[src/rtl/imem_boot_loader.sv]
`default_nettype none
// ============================================================================
// Module   : imem_boot_loader
// Purpose  : Loads a program into the core's instruction memory from a byte
//            stream, then releases the core PC reset.
//
//            The stream starts with a 2-byte word count N (LSB first). It is
//            followed by 4*N data bytes, and each word is sent LSB first.
//            Each assembled word is written through the instruction-memory
//            write port at byte address {index, 2'b00}. The core runs only
//            after the last word has been stored.
//
// Ports    : clk       system clock, all state changes on the rising edge
//            reset     synchronous reset, active low
//            start     single-cycle pulse, begins a load from IDLE/RUN/ERR
//            in_data   stream byte
//            in_valid  in_data valid
//            in_ready  loader accepts a byte this cycle
//            we0       instruction-memory write enable
//            wr_addr0  instruction-memory byte address
//            wr_din0   instruction word
//            resetpc   0 holds the core PC at 0, 1 lets the core run
//            busy      load in progress
//            done      program loaded, core running
//            err       bad header (N == 0 or N > MAX_WORDS)
//
// Revision : 1.0 - initial release
// ============================================================================
module imem_boot_loader #(
    parameter int ADDR_W = 9,
    parameter int CNT_W  = 16
) (
    input  logic              clk,
    input  logic              reset,
    input  logic              start,
    input  logic [7:0]        in_data,
    input  logic              in_valid,
    output logic              in_ready,
    output logic              we0,
    output logic [ADDR_W-1:0] wr_addr0,
    output logic [31:0]       wr_din0,
    output logic              resetpc,
    output logic              busy,
    output logic              done,
    output logic              err
);

    // Word-index width and memory capacity in words.
    localparam int               c_IDX_W     = ADDR_W - 2;
    localparam logic [CNT_W:0]   c_MAX_WORDS = (CNT_W + 1)'(1) << c_IDX_W;

    typedef enum logic [2:0] {
        S_IDLE  = 3'd0,
        S_HDR0  = 3'd1,
        S_HDR1  = 3'd2,
        S_DATA  = 3'd3,
        S_WRITE = 3'd4,
        S_RUN   = 3'd5,
        S_ERR   = 3'd6
    } state_t;

    state_t              r_state;
    state_t              w_next_state;

    logic [7:0]          r_cnt_lo;     // header low byte, held until HDR1
    logic [CNT_W-1:0]    r_cnt;        // word count N
    logic [c_IDX_W-1:0]  r_idx;        // index of the word being assembled
    logic [1:0]          r_lane;       // next byte lane inside the word
    logic [23:0]         r_asm;        // bytes 0..2 of the current word
    logic [ADDR_W-1:0]   r_wr_addr;
    logic [31:0]         r_wr_din;

    logic                w_rx_state;
    logic                w_xfer;
    logic [CNT_W-1:0]    w_hdr_cnt;
    logic                w_hdr_bad;
    logic                w_last_word;

    // ------------------------------------------------------------------
    // Status decode. All outputs are functions of the state register only.
    // This keeps them glitch-free, and none depends combinationally on
    // in_valid/start.
    // ------------------------------------------------------------------
    assign w_rx_state = (r_state == S_HDR0) || (r_state == S_HDR1) ||
                        (r_state == S_DATA);
    assign w_xfer     = in_valid & w_rx_state;

    assign in_ready   = w_rx_state;
    assign busy       = w_rx_state || (r_state == S_WRITE);
    assign we0        = (r_state == S_WRITE);
    assign resetpc    = (r_state == S_RUN);
    assign done       = (r_state == S_RUN);
    assign err        = (r_state == S_ERR);
    assign wr_addr0   = r_wr_addr;
    assign wr_din0    = r_wr_din;

    // The full count is formed from the byte arriving in HDR1 and the
    // latched low byte. This lets the range check happen on the same edge.
    assign w_hdr_cnt  = CNT_W'({in_data, r_cnt_lo});
    assign w_hdr_bad  = (w_hdr_cnt == '0) || ({1'b0, w_hdr_cnt} > c_MAX_WORDS);

    // The comparison is done in count width. This way a full-capacity load
    // (index 127, N = 128) does not wrap the narrower index.
    assign w_last_word = ((CNT_W'(r_idx) + CNT_W'(1)) == r_cnt);

    // ------------------------------------------------------------------
    // State register
    // ------------------------------------------------------------------
    always_ff @(posedge clk) begin
        if (!reset) begin
            r_state <= S_IDLE;
        end else begin
            r_state <= w_next_state;
        end
    end

    // ------------------------------------------------------------------
    // Next-state logic
    // ------------------------------------------------------------------
    always_comb begin
        w_next_state = r_state;
        case (r_state)
            S_IDLE: begin
                if (start) begin
                    w_next_state = S_HDR0;
                end
            end
            S_HDR0: begin
                if (w_xfer) begin
                    w_next_state = S_HDR1;
                end
            end
            S_HDR1: begin
                if (w_xfer) begin
                    w_next_state = w_hdr_bad ? S_ERR : S_DATA;
                end
            end
            S_DATA: begin
                if (w_xfer && (r_lane == 2'd3)) begin
                    w_next_state = S_WRITE;
                end
            end
            S_WRITE: begin
                w_next_state = w_last_word ? S_RUN : S_DATA;
            end
            S_RUN: begin
                if (start) begin
                    w_next_state = S_HDR0;
                end
            end
            S_ERR: begin
                if (start) begin
                    w_next_state = S_HDR0;
                end
            end
            default: begin
                w_next_state = S_IDLE;
            end
        endcase
    end

    // ------------------------------------------------------------------
    // Datapath: header capture, word assembly, write-port registers.
    // ------------------------------------------------------------------
    always_ff @(posedge clk) begin
        if (!reset) begin
            r_cnt_lo  <= '0;
            r_cnt     <= '0;
            r_idx     <= '0;
            r_lane    <= '0;
            r_asm     <= '0;
            r_wr_addr <= '0;
            r_wr_din  <= '0;
        end else begin
            case (r_state)
                S_HDR0: begin
                    if (w_xfer) begin
                        r_cnt_lo <= in_data;
                    end
                end
                S_HDR1: begin
                    if (w_xfer) begin
                        r_cnt  <= w_hdr_cnt;
                        r_idx  <= '0;
                        r_lane <= '0;
                    end
                end
                S_DATA: begin
                    if (w_xfer) begin
                        // Lane 3 wraps back to 0, ready for the next word.
                        r_lane <= r_lane + 2'd1;
                        case (r_lane)
                            2'd0: r_asm[7:0]   <= in_data;
                            2'd1: r_asm[15:8]  <= in_data;
                            2'd2: r_asm[23:16] <= in_data;
                            default: begin
                                // The last byte goes straight into the write
                                // register. The WRITE cycle then presents
                                // the complete word without an extra stage.
                                r_wr_addr <= {r_idx, 2'b00};
                                r_wr_din  <= {in_data, r_asm};
                            end
                        endcase
                    end
                end
                S_WRITE: begin
                    // The index stops at N-1, so it never passes the
                    // last stored word.
                    if (!w_last_word) begin
                        r_idx <= r_idx + 1'b1;
                    end
                end
                default: begin
                end
            endcase
        end
    end

endmodule
`default_nettype wire
[config.mk]
export PLATFORM = sky130hd
export DESIGN_NAME = imem_boot_loader
export DESIGN_NICKNAME = d
export VERILOG_FILES = /design/src/rtl/imem_boot_loader.sv
export SDC_FILE = /design/constraint.sdc
export NUM_CORES = 1
export LEC_CHECK = 0
export BUFFER_PORTS_ARGS = -buffer_cell sky130_fd_sc_hd__buf_4
export CAP_MARGIN = 10
export CORE_MARGIN = 2
export CORE_UTILIZATION = 61
export CTS_CLUSTER_DIAMETER = 30
export DETAILED_ROUTE_END_ITERATION = 16
export PLACE_DENSITY = 0.84
export SLEW_MARGIN = 25
export SYNTH_ARGS = -nofsm -noshare
export SYNTH_HDL_FRONTEND = slang
export SYNTH_SLANG_ARGS = --single-unit
[constraint.sdc]
create_clock -name clk -period 3.2 [get_ports clk]
set_clock_uncertainty 0.15 [all_clocks]
set_input_delay 0.64 -clock clk [delete_from_list [all_inputs] [get_ports clk]]
set_output_delay 0.64 -clock clk [all_outputs]
set_load 0.02 [all_outputs]
Word level (Yosys, flattened, before mapping). Index checks and enable logic that the tools add are counted.

Add/sub/neg operators: 3. Magnitude comparators: 1. Equal/unequal tests: 16. Multiplexer cells: 13. Bitwise logic cells: 2. Reduce and logical (&&, ||, !) cells: 21.

Operators by type and width (number): 3-bit 2-to-1 mux (6); 3-bit AND reduction (6); 8-bit by 16-bit == test with 1-bit output (1); 16-bit by 8-bit > comparator with 1-bit output (second input constant) (1); 16-bit logical NOT (1); 3-bit case mux with 5 select lines (1); 7-bit 2-to-1 mux (2); 7-bit case mux with 2 select lines (1); 3-bit == test (second input constant) (3); 7-bit by 1-bit adder with 8-bit output (second input constant) (1); 2-bit != test (second input constant) (4); 7-bit by 1-bit adder with 7-bit output (second input constant) (1); 3-bit by 2-bit == test with 1-bit output (second input constant) (2); 3-bit OR reduction (2); 2-bit == test (second input constant) (2); 1-bit logical OR (4); 2-bit 2-to-1 mux (2); 2-bit by 1-bit != test with 1-bit output (second input constant) (2); 2-bit case mux with 2 select lines (1); 2-bit AND reduction (2); 4-bit AND reduction (1); 2-bit nonzero test (2); 3-bit by 1-bit == test with 1-bit output (second input constant) (1); 3-bit logical NOT (1); other kinds (6) (6).

Register bits after elaboration: 99. Bits of input ports: 12. Logic and storage cells: 66.

Longest topological paths before layout. Gate-level depths: netlist (run 1).

Word-level depth: 7. Depth in mapped cells: 8.

Worst setup path before layout (run 1). OpenSTA, ideal clock, no wires.

Kind: register to register. Start point: reg r_idx[0]. End point: reg r_state[1]. Arrival: 1.802 ns. Data required time: 2.925 ns. Path slack: 1.123 ns. Stages on the path, launching flop included: 8. Path buffers: 0. Period minus slack after synthesis: 2.077 ns. Cells stage by stage: dfxtp_1 > ha_1 > and3_1 > nand3_1 > xnor2_1 > o2111a_1 > nor2_1 > o41a_1.

Word-level cells in the longest chain between the ends: 4.

RTL lines: start, declared (RTL line 67) `logic [c_IDX_W-1:0] r_idx;`; start signal, assigned (RTL line 210) `r_idx <= r_idx + 1'b1;`; 7-bit by 1-bit adder with 8-bit output (RTL line 104) `assign w_last_word = ((CNT_W'(r_idx) + CNT_W'(1)) == r_cnt);`; 8-bit by 16-bit == test with 1-bit output (RTL line 104); 3-bit 2-to-1 mux (RTL line 144) `w_next_state = w_last_word ? S_RUN : S_DATA;`; 3-bit case mux with 5 select lines (RTL line 122) `case (r_state)`; end signal, assigned (RTL line 113) `r_state <= w_next_state;`; end, declared (RTL line 62) `state_t r_state;`.

No other way between the ends. A chain may end at the register's enable or synchronous reset.

Worst setup path in the final report (run 1).
Start point: reg r_state[0]. End point: out we0.

Word-level cells in the longest chain between the ends: 1.

RTL lines: 3-bit == test (RTL line 90) `assign we0 = (r_state == S_WRITE);`; end, declared (RTL line 39) `output logic we0,`.

No other way between the ends.

==> reports/results.ini, run 1 <==
[clocking]
clkSlewWorstSetupHoldPaths_ps=110
cts_max_path_buffers=2
htree_levels=3
cts_hold_repair.buffers=0
cts_inserted_buffers=9
post_cts_buffers=0
clock_tree_from_tritoncts=done
cts.sinks=99
root_buffer=clkbuf_8
clock_latency_ps=370
cts-resized-gates=0

[die]
die_width_um=88.4
die_h_um=88.4
io_pins=59
std_cell_rows=30
effective_utilization_at_floorplan_pct=63.6
fp.dieArea_sq_mm=0.00781
core_area_sq_mm=0.00683

[global_routing]
global_route.overflow_total=0
via_count_of_the_first_global_routing_pass=3276
antenna_found_initial=0
grt.total_usage_pct=26.2
grt_max_degree=62
grt_first_pass_wirelength_mm=15.9

[yosys]
synth_commonest_cells=154 x nand2_1, 99 x dfxtp_1, 81 x a21boi_0
yosys-top-cells-area=dfxtp_1 46%, a21boi_0 14%, nand2_1 13%, nand3_1 3.3%, mux2i_1 2.1%
synthArstFlopShare_pct=0
syn_area_sq_mm=0.00435
post-synth-top-count-cell=nand2_1
yosys_register_bits=99
yosysUniqueCellTypes=48
post-synth-top-area-fraction_pct=45.6
synth-edff-count=0
synthDominantAreaCellType=dfxtp_1
cells_after_synth=519
synthFlopType=dfxtp_1
synthesis.area_per_instance_sq_um=8.37
synth-warning-count=0
yosysSeqAreaShare_pct=45.6

[power_and_ir_drop]
combinational_power_share_pct=17.9
power_switching_share_pct=31.4
sequential_cell_fraction_of_total_power_pct=51.6
p_total_uw=2600
ir_worst_vdd_v=0.000422
power.static_leakage_uw=0.00177
cell_internal_pwr_uw=1780
clock_power_share_pct=30.5
power.switching_uw=815
power.density_mw_per_mm2=523

[drt]
detailedRoute.firstPassIterationCount=5
via_per_instance_ratio=5.64
final_routed_drc_violation_total=0
route.vias.total=3695
aggregate_routed_wire_length_mm=9.59
route.detailed.wl_per_inst_um=14.6
drt_iter0_markers=218
antenna_violating_nets_post_route=0

[status]
run_status=finished, final reports clean

[timing]
setup_viol=0
slew_violations=0
fin_tns_setup_ps=0
finalHoldViolCount=0
maxClockFrequency_mhz=385
period_needed_ps=2600
hold_ws_ps=317
layout_worst_path_cycle_share_pct=81.1
rsz0062_at_grt=false

[setup_path]
criticalPathCategory=reg -> out
beginning_of_the_worst_register_to_register_path=r_idx[0]
crit_arrival_ps=1810
worstPathRequired_ps=2410
rr_endpoint=r_state[1]
slack_of_the_worst_reg_to_reg_path_ps=610
cp-start-kind=flop
setup.worst_path.end_class=output port
worst_reg_to_reg_path_cell_count=7
worst-path-max-fanout=13

[placement]
detailedPlacementHpwl_mm=6.43
place_congestion=0.820
place.port_buffers=56
placed_area_sq_mm=0.00477

[hold_path]
hold_path_depth=2
min_path_type=reg -> reg
hp-start=wr_addr0[4]
whs_endpoint=wr_addr0[4]

[cells_and_area]
syn2layout_area_growth_pct=14.3
drive_gt1_share_pct=15.0
post-route-cell-area_sq_mm=0.00497
fin_nets=572
antenna_cells=0
post-route-util_pct=72.7

[run]
maxCapViolCount=0

==> placed cells by master, fill, tap and decap left out, types with 3 or more instances in the layout <==
cell / count
or4_1: 3
mux2i_1: 9
nand2b_1: 6
inv_8: 3
buf_4: 63
a211o_1: 4
xnor2_1: 6
nor3b_1: 3
xor2_1: 3
ha_1: 6
nor2_1: 9
nand3_1: 29
and3_1: 3
nor2b_1: 9
nand3b_1: 4
a21boi_0: 81
a21oi_1: 4
o211ai_1: 4
clkbuf_8: 9
nor4_1: 4
dfxtp_1: 99
inv_1: 5
nand2_1: 154
nor3_1: 4
o21ai_0: 4
==> registers in the layout, summed over array words and instances, names as in the netlist <==
signal,flops
r_asm,24
r_cnt,16
r_cnt_lo,8
r_idx,7
r_lane,2
r_state,3
wr_addr0,7
wr_din0,32
==> metal layers <==
metal	part of all wire (%)	vias to the layer above	routed length, um	global-route usage [%]
li1	-	1821	-	-
met1	44	1722	4230	35.7
met2	48	134	4560	42.0
met3	6.3	18	604	4.76
met4	2.0	0	191	9.23
met5	0	-	0	0
==> worst max-delay path, cell delays in order (launching register included) <==
cell	delay, ps
dfxtp_1	590
nor2_1	180
nand2_1	340
inv_1	150
buf_4	190
==> logic make-up (layout without fill, tap and decap cells) <==
group	after synthesis	after routing	share of synthesized area, %
and+or+nand+nor	238	238	24.7
xor gates and xnor gates	9	9	1.81
other	1	2	0.0863
adders and majority gates	6	6	1.73
buffers and inverters	45	84	4.41
DFF	99	99	45.6
muxes	10	10	2.33
AOI/OAI and AO/OA	111	111	19.3
==> per-stage QoR <==
step,setup WS (ps),std cells
global route,430,655
detailed placement,645,639
CTS,610,655
floorplan,1120,520
finish,603,655
global placement,729,639
==> how the worst max path moves through the flow <==
stage | start | slack [ps] | cells after the start | to
2_1_floorplan | r_idx[0] | 1120 | 7 | r_state[1]
3_3_place_gp | r_idx[0] | 730 | 7 | r_state[1]
3_5_place_dp | r_idx[0] | 640 | 7 | r_state[1]
4_1_cts | r_idx[0] | 610 | 7 | r_state[1]
5_1_grt | r_idx[0] | 430 | 7 | r_state[1]
6_report | r_state[0] | 600 | 4 | we0
==> power groups by stage <==
stage	sequential, uW	combinational, uW	clock [uW]
final	1340	464	792
after global routing	1350	507	860
after CTS	1340	460	804
after detailed placement	1370	458	0
after global placement	1360	447	0
after floorplan	1340	355	0
==> final cells by class <==
class / count / area, sq um
Clock buffer: 9 / 124
Clock inverter: 7 / 75.1
Fill cell: 553 / 1860
Inverter: 5 / 18.8
Multi-Input combinational cell: 376 / 2180
Sequential cell: 99 / 1980
Tap cell: 96 / 120
Timing Repair Buffer: 63 / 473
Note: power is estimated with default switching activity, not from simulation.
==> run 2, diff against run 1 <==
--- a/config.mk
+++ b/config.mk
@@ -5,13 +5,14 @@
 export SDC_FILE = /design/constraint.sdc
 export NUM_CORES = 1
 export LEC_CHECK = 0
+export ABC_AREA = 1
 export BUFFER_PORTS_ARGS = -buffer_cell sky130_fd_sc_hd__buf_4
 export CAP_MARGIN = 10
 export CORE_MARGIN = 2
-export CORE_UTILIZATION = 61
+export CORE_UTILIZATION = 56
 export CTS_CLUSTER_DIAMETER = 30
 export DETAILED_ROUTE_END_ITERATION = 16
-export PLACE_DENSITY = 0.84
+export PLACE_DENSITY = 0.78
 export SLEW_MARGIN = 25
 export SYNTH_ARGS = -nofsm -noshare
 export SYNTH_HDL_FRONTEND = slang
==> constraint.sdc (replaced) <==
create_clock -name clk -period 2.4 [get_ports clk]
set_clock_uncertainty 0.15 [all_clocks]
set_input_delay 0.48 -clock clk [delete_from_list [all_inputs] [get_ports clk]]
set_output_delay 0.48 -clock clk [all_outputs]
set_load 0.02 [all_outputs]
==> reports/results.ini, run 2 <==
[status]
run_status=finished, final reports clean

[die]
std_cell_rows=31  ; +3.3%
core_area_sq_mm=0.00718  ; +5.0%
die_h_um=89.7  ; +1.4%
die_width_um=89.7  ; +1.4%
io_pins=59  ; unchanged
fp.dieArea_sq_mm=0.00804  ; +2.9%
effective_utilization_at_floorplan_pct=57.3  ; -6.3 points

[power_and_ir_drop]
ir_worst_vdd_v=0.000417  ; -1.4%
power.static_leakage_uw=0.00199  ; +12%
power.density_mw_per_mm2=773  ; +48%

[yosys]
synthesis.area_per_instance_sq_um=7.42  ; -11%
yosysUniqueCellTypes=35  ; -27%
yosys-top-cells-area=dfxtp_1 48%, nor2_1 15%, o21ai_0 11%, nand2_1 5.1%, a21oi_1 3.0%
yosysSeqAreaShare_pct=48.2  ; +2.6 points
synthArstFlopShare_pct=0  ; unchanged
synthFlopType=dfxtp_1
post-synth-top-count-cell=nor2_1
synth-warning-count=0  ; unchanged
synth_commonest_cells=168 x nor2_1, 99 x dfxtp_1, 87 x o21ai_0
syn_area_sq_mm=0.00411  ; -5.4%
post-synth-top-area-fraction_pct=48.2  ; +2.6 points
synthDominantAreaCellType=dfxtp_1
yosys_register_bits=99  ; unchanged
synth-edff-count=0  ; unchanged
cells_after_synth=554  ; +6.7%

[setup_path]
crit_arrival_ps=1550  ; -260 ps
cp-start-kind=flop
rr_endpoint=r_state[1]
setup.worst_path.end_class=output port
worstPathRequired_ps=1770  ; -640 ps
criticalPathCategory=reg -> out
worst-path-max-fanout=9  ; -4
slack_of_the_worst_reg_to_reg_path_ps=390  ; -220 ps
worst_reg_to_reg_path_cell_count=13  ; +6
beginning_of_the_worst_register_to_register_path=r_idx[0]

[timing]
finalHoldViolCount=0  ; unchanged
setup_viol=0  ; unchanged
maxClockFrequency_mhz=458
layout_worst_path_cycle_share_pct=90.9
hold_ws_ps=280  ; -37.0 ps
fin_tns_setup_ps=0  ; unchanged
period_needed_ps=2180
slew_violations=0  ; unchanged
rsz0062_at_grt=false

[cells_and_area]
antenna_cells=0  ; unchanged
fillers=639  ; +16%
fin_nets=620  ; +8.4%
post-route-util_pct=66.8  ; -6.0 points
largest_reg_flops=32  ; unchanged
syn2layout_area_growth_pct=16.6
layout_common_cells=168 x nor2_1, 99 x dfxtp_1, 87 x o21ai_0
drive_gt1_share_pct=17.5  ; +2.5 points
mostFrequentLayoutCell=nor2_1

[drt]
aggregate_routed_wire_length_mm=8.98  ; -6.3%
antenna_violating_nets_post_route=0  ; unchanged
route.vias.total=3638  ; -1.5%
drt_iter0_markers=226  ; +3.7%
detailedRoute.firstPassIterationCount=5  ; unchanged
via_per_instance_ratio=5.16  ; -8.5%
final_routed_drc_violation_total=0  ; unchanged
route.detailed.wl_per_inst_um=12.7  ; -13%

[global_routing]
antenna_found_initial=0  ; unchanged
via_count_of_the_first_global_routing_pass=3291  ; +0.46%
global_route.overflow_total=0  ; unchanged
grt.total_usage_pct=24.0  ; -2.2 points
grt_max_degree=45  ; -27%
grt_first_pass_wirelength_mm=15.0  ; -6.0%

[placement]
place.port_buffers=56  ; unchanged
place_congestion=0.860  ; +4.9%
detailedPlacementHpwl_mm=6.25  ; -2.8%

[hold_path]
hp-start=in_data[2]
min_path_type=in -> reg
hold_path_depth=3  ; +1
whs_endpoint=r_cnt_lo[2]

[run]
maxCapViolCount=0  ; unchanged

[clocking]
cts-resized-gates=0  ; unchanged
post_cts_buffers=0  ; unchanged
root_buffer=clkbuf_8
cts_max_path_buffers=2  ; unchanged
htree_levels=3  ; unchanged
clock_tree_from_tritoncts=done
cts.sinks=99  ; unchanged
cts_hold_repair.buffers=0  ; unchanged
clkSlewWorstSetupHoldPaths_ps=90  ; -20 ps
cts_inserted_buffers=9  ; unchanged
clock_latency_ps=360  ; about the same

## run 2: cell types whose count changed in the layout (fill, tap and decap cells not counted), moves of 6 or more
cell,change
nor2_1,+159
nand2_1,-98
o21ai_0,+83
a21boi_0,-81
a21oi_1,+21
inv_1,+19
nand3_1,-14
inv_2,+10
mux2i_1,-9
nor2b_1,-9
nand2b_1,-6
o21ai_1,+6
## run 2: kinds of logic after synthesis
logic type,synth area share (%)
other cells,0.0912
fa+ha+maj,1.83
xor+xnor,0.213
simple gates,28.4
buf+inv,6.06
flops,48.2
compound gates,15.2
## run 2: stage by stage
| stage | instances | setup slack (ps) | area [sq um] | power, uW |
|---|---|---|---|---|
| after global placement | 690 | 496 | 4590 | 2640 |
| after CTS | 705 | 209 | 4790 | 3720 |
| final | 705 | 218 | 4790 | 3700 |
| after detailed placement | 690 | 428 | 4590 | 2660 |
| after floorplan | 555 | 611 | 4110 | 2450 |
| after global routing | 705 | 87.2 | 4790 | 3920 |
## run 2: cell type report
class	instances	area (sq um)	area share (%)
flip-flops and latches	99	1980	41.4
multi-input cells	396	1880	39.3
repair buffers	61	470	9.82
clock buffers	10	138	2.87
inverters	35	131	2.74
well taps	99	124	2.59
clock inverters	5	62.6	1.31
## run 2: power breakdown
part	switching (uW)	internal, uW
Sequential	81.1	1740
Clock	560	512
Combinational	526	281
Total	1170	2540
## run 2: worst max-delay path by stage
stage                             to       start  cells past startpoint
after global routing            busy  r_state[0]                      6
after floorplan             r_idx[3]    r_idx[0]                     11
after CTS                       busy  r_state[0]                      6
final                           busy  r_state[2]                      5
after global placement    r_state[1]    r_idx[0]                     13
after detailed placement  r_state[1]    r_idx[0]                     13
## run 2: routing by layer
metal,global-route usage [%],routed length [um]
met4,7.19,65
met3,4.11,362
met2,39.2,4350
met1,32.7,4210
met5,0,0
## run 2: critical path, stage by stage, from the launching register on
cell and delay [ps]:
dfxtp_1 440, inv_1 180, nor2_8 220, inv_1 120
nand3_1 100, buf_4 140
==> run 3, diff against run 2 <==
--- a/config.mk
+++ b/config.mk
@@ -9,10 +9,9 @@
 export BUFFER_PORTS_ARGS = -buffer_cell sky130_fd_sc_hd__buf_4
 export CAP_MARGIN = 10
 export CORE_MARGIN = 2
-export CORE_UTILIZATION = 56
+export CORE_UTILIZATION = 34
 export CTS_CLUSTER_DIAMETER = 30
 export DETAILED_ROUTE_END_ITERATION = 16
-export PLACE_DENSITY = 0.78
 export SLEW_MARGIN = 25
 export SYNTH_ARGS = -nofsm -noshare
 export SYNTH_HDL_FRONTEND = slang
==> reports/results.ini, run 3 (synthesis results as in run 2) <==
[cells_and_area]
fin_nets=619  ; -0.16%
drive_gt1_share_pct=17.3  ; -0.17 points
antenna_cells=0  ; unchanged
post-route-util_pct=41.8  ; -25 points
multi_input_area_sq_mm=0.00188  ; unchanged
mostFrequentLayoutCell=nor2_1
layout_common_cells=168 x nor2_1, 99 x dfxtp_1, 87 x o21ai_0
fillers=1229  ; +92%
largest_reg_flops=32  ; unchanged
ff_latch_area_sq_mm=0.00198  ; unchanged
syn2layout_area_growth_pct=21.1

[clocking]
htree_levels=3  ; unchanged
cts_inserted_buffers=9  ; unchanged
root_buffer=clkbuf_16
cts_hold_repair.buffers=0  ; unchanged
cts_max_path_buffers=2  ; unchanged
clkSlewWorstSetupHoldPaths_ps=70  ; -20 ps
post_cts_buffers=0  ; unchanged
clock_latency_ps=340  ; -20 ps
clock_tree_from_tritoncts=done
cts-resized-gates=0  ; unchanged
cts.sinks=99  ; unchanged

[power_and_ir_drop]
ir_worst_vdd_v=0.000542  ; +30%
power.static_leakage_uw=0.00204  ; +3.0%
power.density_mw_per_mm2=841  ; +8.8%

[timing]
period_needed_ps=2160  ; -24.0 ps
setup_slack_ps=242  ; +24.0 ps
layout_worst_path_cycle_share_pct=89.9  ; -1.0 points
slew_violations=0  ; unchanged
setup_viol=0  ; unchanged
fin_tns_setup_ps=0  ; unchanged
finalHoldViolCount=0  ; unchanged
maxClockFrequency_mhz=463  ; +1.1%
rsz0062_at_grt=false

[drt]
route.detailed.wl_per_inst_um=13.1  ; +2.9%
route.vias.total=3607  ; -0.85%
detailedRoute.firstPassIterationCount=5  ; unchanged
antenna_violating_nets_post_route=0  ; unchanged
final_routed_drc_violation_total=0  ; unchanged
drt_iter0_markers=202  ; -11%
aggregate_routed_wire_length_mm=9.87  ; +9.9%
via_per_instance_ratio=4.79  ; -7.2%

[setup_path]
rr_endpoint=r_state[1]
cp-start-kind=flop
critPathLaunch=r_state[2]
worst_reg_to_reg_path_cell_count=12  ; -1
criticalPathCategory=reg -> out
worstPathRequired_ps=1770  ; about the same
slack_of_the_worst_reg_to_reg_path_ps=370  ; -20 ps
beginning_of_the_worst_register_to_register_path=r_idx[0]
crit_arrival_ps=1530  ; -20 ps
worst-path-max-fanout=9  ; unchanged
setup_crit_end=busy
setup.worst_path.end_class=output port

[die]
fp.dieArea_sq_mm=0.0130  ; +61%
core_area_sq_mm=0.0119  ; +66%
std_cell_rows=40  ; +29%
die_width_um=114  ; +27%
die_h_um=114  ; +27%
io_pins=59  ; unchanged
effective_utilization_at_floorplan_pct=34.5  ; -23 points

[status]
run_status=finished, final reports clean

[global_routing]
antenna_found_initial=0  ; unchanged
via_count_of_the_first_global_routing_pass=3529  ; +7.2%
grt_first_pass_wirelength_mm=16.9  ; +13%
grt.total_usage_pct=16.2  ; -7.8 points
grt_max_degree=90  ; +100%
global_route.overflow_total=0  ; unchanged

[hold_path]
min_path_type=in -> reg

[placement]
detailedPlacementHpwl_mm=6.93  ; +11%
place.port_buffers=56  ; unchanged
place_congestion=0.774  ; -10%
dp_slack_ps=382  ; -46.2 ps

[run]
maxCapViolCount=0  ; unchanged

## run 3: cell types whose count changed in the layout (fill, tap and decap cells not counted)
cell	delta
buf_12	+1
buf_4	-2
bufinv_16	+1
clkbuf_1	+1
clkbuf_16	+9
clkbuf_8	-10
clkinv_4	-1
clkinvlp_4	-1
inv_6	+2
## run 3: layer usage
layer / global-route usage, % / part of all wire [%] / up-vias
met5: 0 / 0 / -
met4: 5.77 / 1.4 / 0
met3: 3.29 / 3.5 / 12
met2: 27.7 / 49 / 66
met1: 20.2 / 46 / 1656
li1: - / - / 1873
## run 3: cell type report
| type | count | area share (%) |
|---|---|---|
| sequential | 99 | 39.8 |
| multi-input combinational | 396 | 37.8 |
| timing repair buffer | 60 | 9.55 |
| clock buffer | 10 | 4.60 |
| tap | 147 | 3.69 |
| inverter | 35 | 2.64 |
| clock inverter | 6 | 1.88 |
## run 3: through the flow
stage          cell area (sq um)  std cells  hold WS [ps]  power, uW
3_5_place_dp                4660        737           317       2670
5_1_grt                     4980        753           311       4440
2_1_floorplan               4110        555           291       2450
3_3_place_gp                4660        737           307       2670
6_report                    4980        753           306       4190
4_1_cts                     4980        753           293       4240
## run 3: how the worst min path moves through the flow
stage                     startpoint          end  slack, ps  cells past startpoint
after floorplan             r_cnt[2]     r_cnt[2]        290                      2
after global placement      r_cnt[7]     r_cnt[7]        310                      2
after detailed placement    r_cnt[4]     r_cnt[4]        320                      2
after CTS                 in_data[5]  r_cnt_lo[5]        290                      3
after global routing        in_valid    r_lane[1]        310                      4
final                     in_data[5]  r_cnt_lo[5]        310                      3
## run 3: report_power, final
part / switching, uW / total (uW) / internal, uW
combinational: 528 / 811 / 283
clock: 629 / 1560 / 927
sequential: 77.4 / 1820 / 1740
## run 3: critical path: stages, from the launching register on
cell,delay (ps)
dfxtp_1,440
inv_1,180
nor2_8,220
inv_1,110
nand3_1,90
buf_4,140
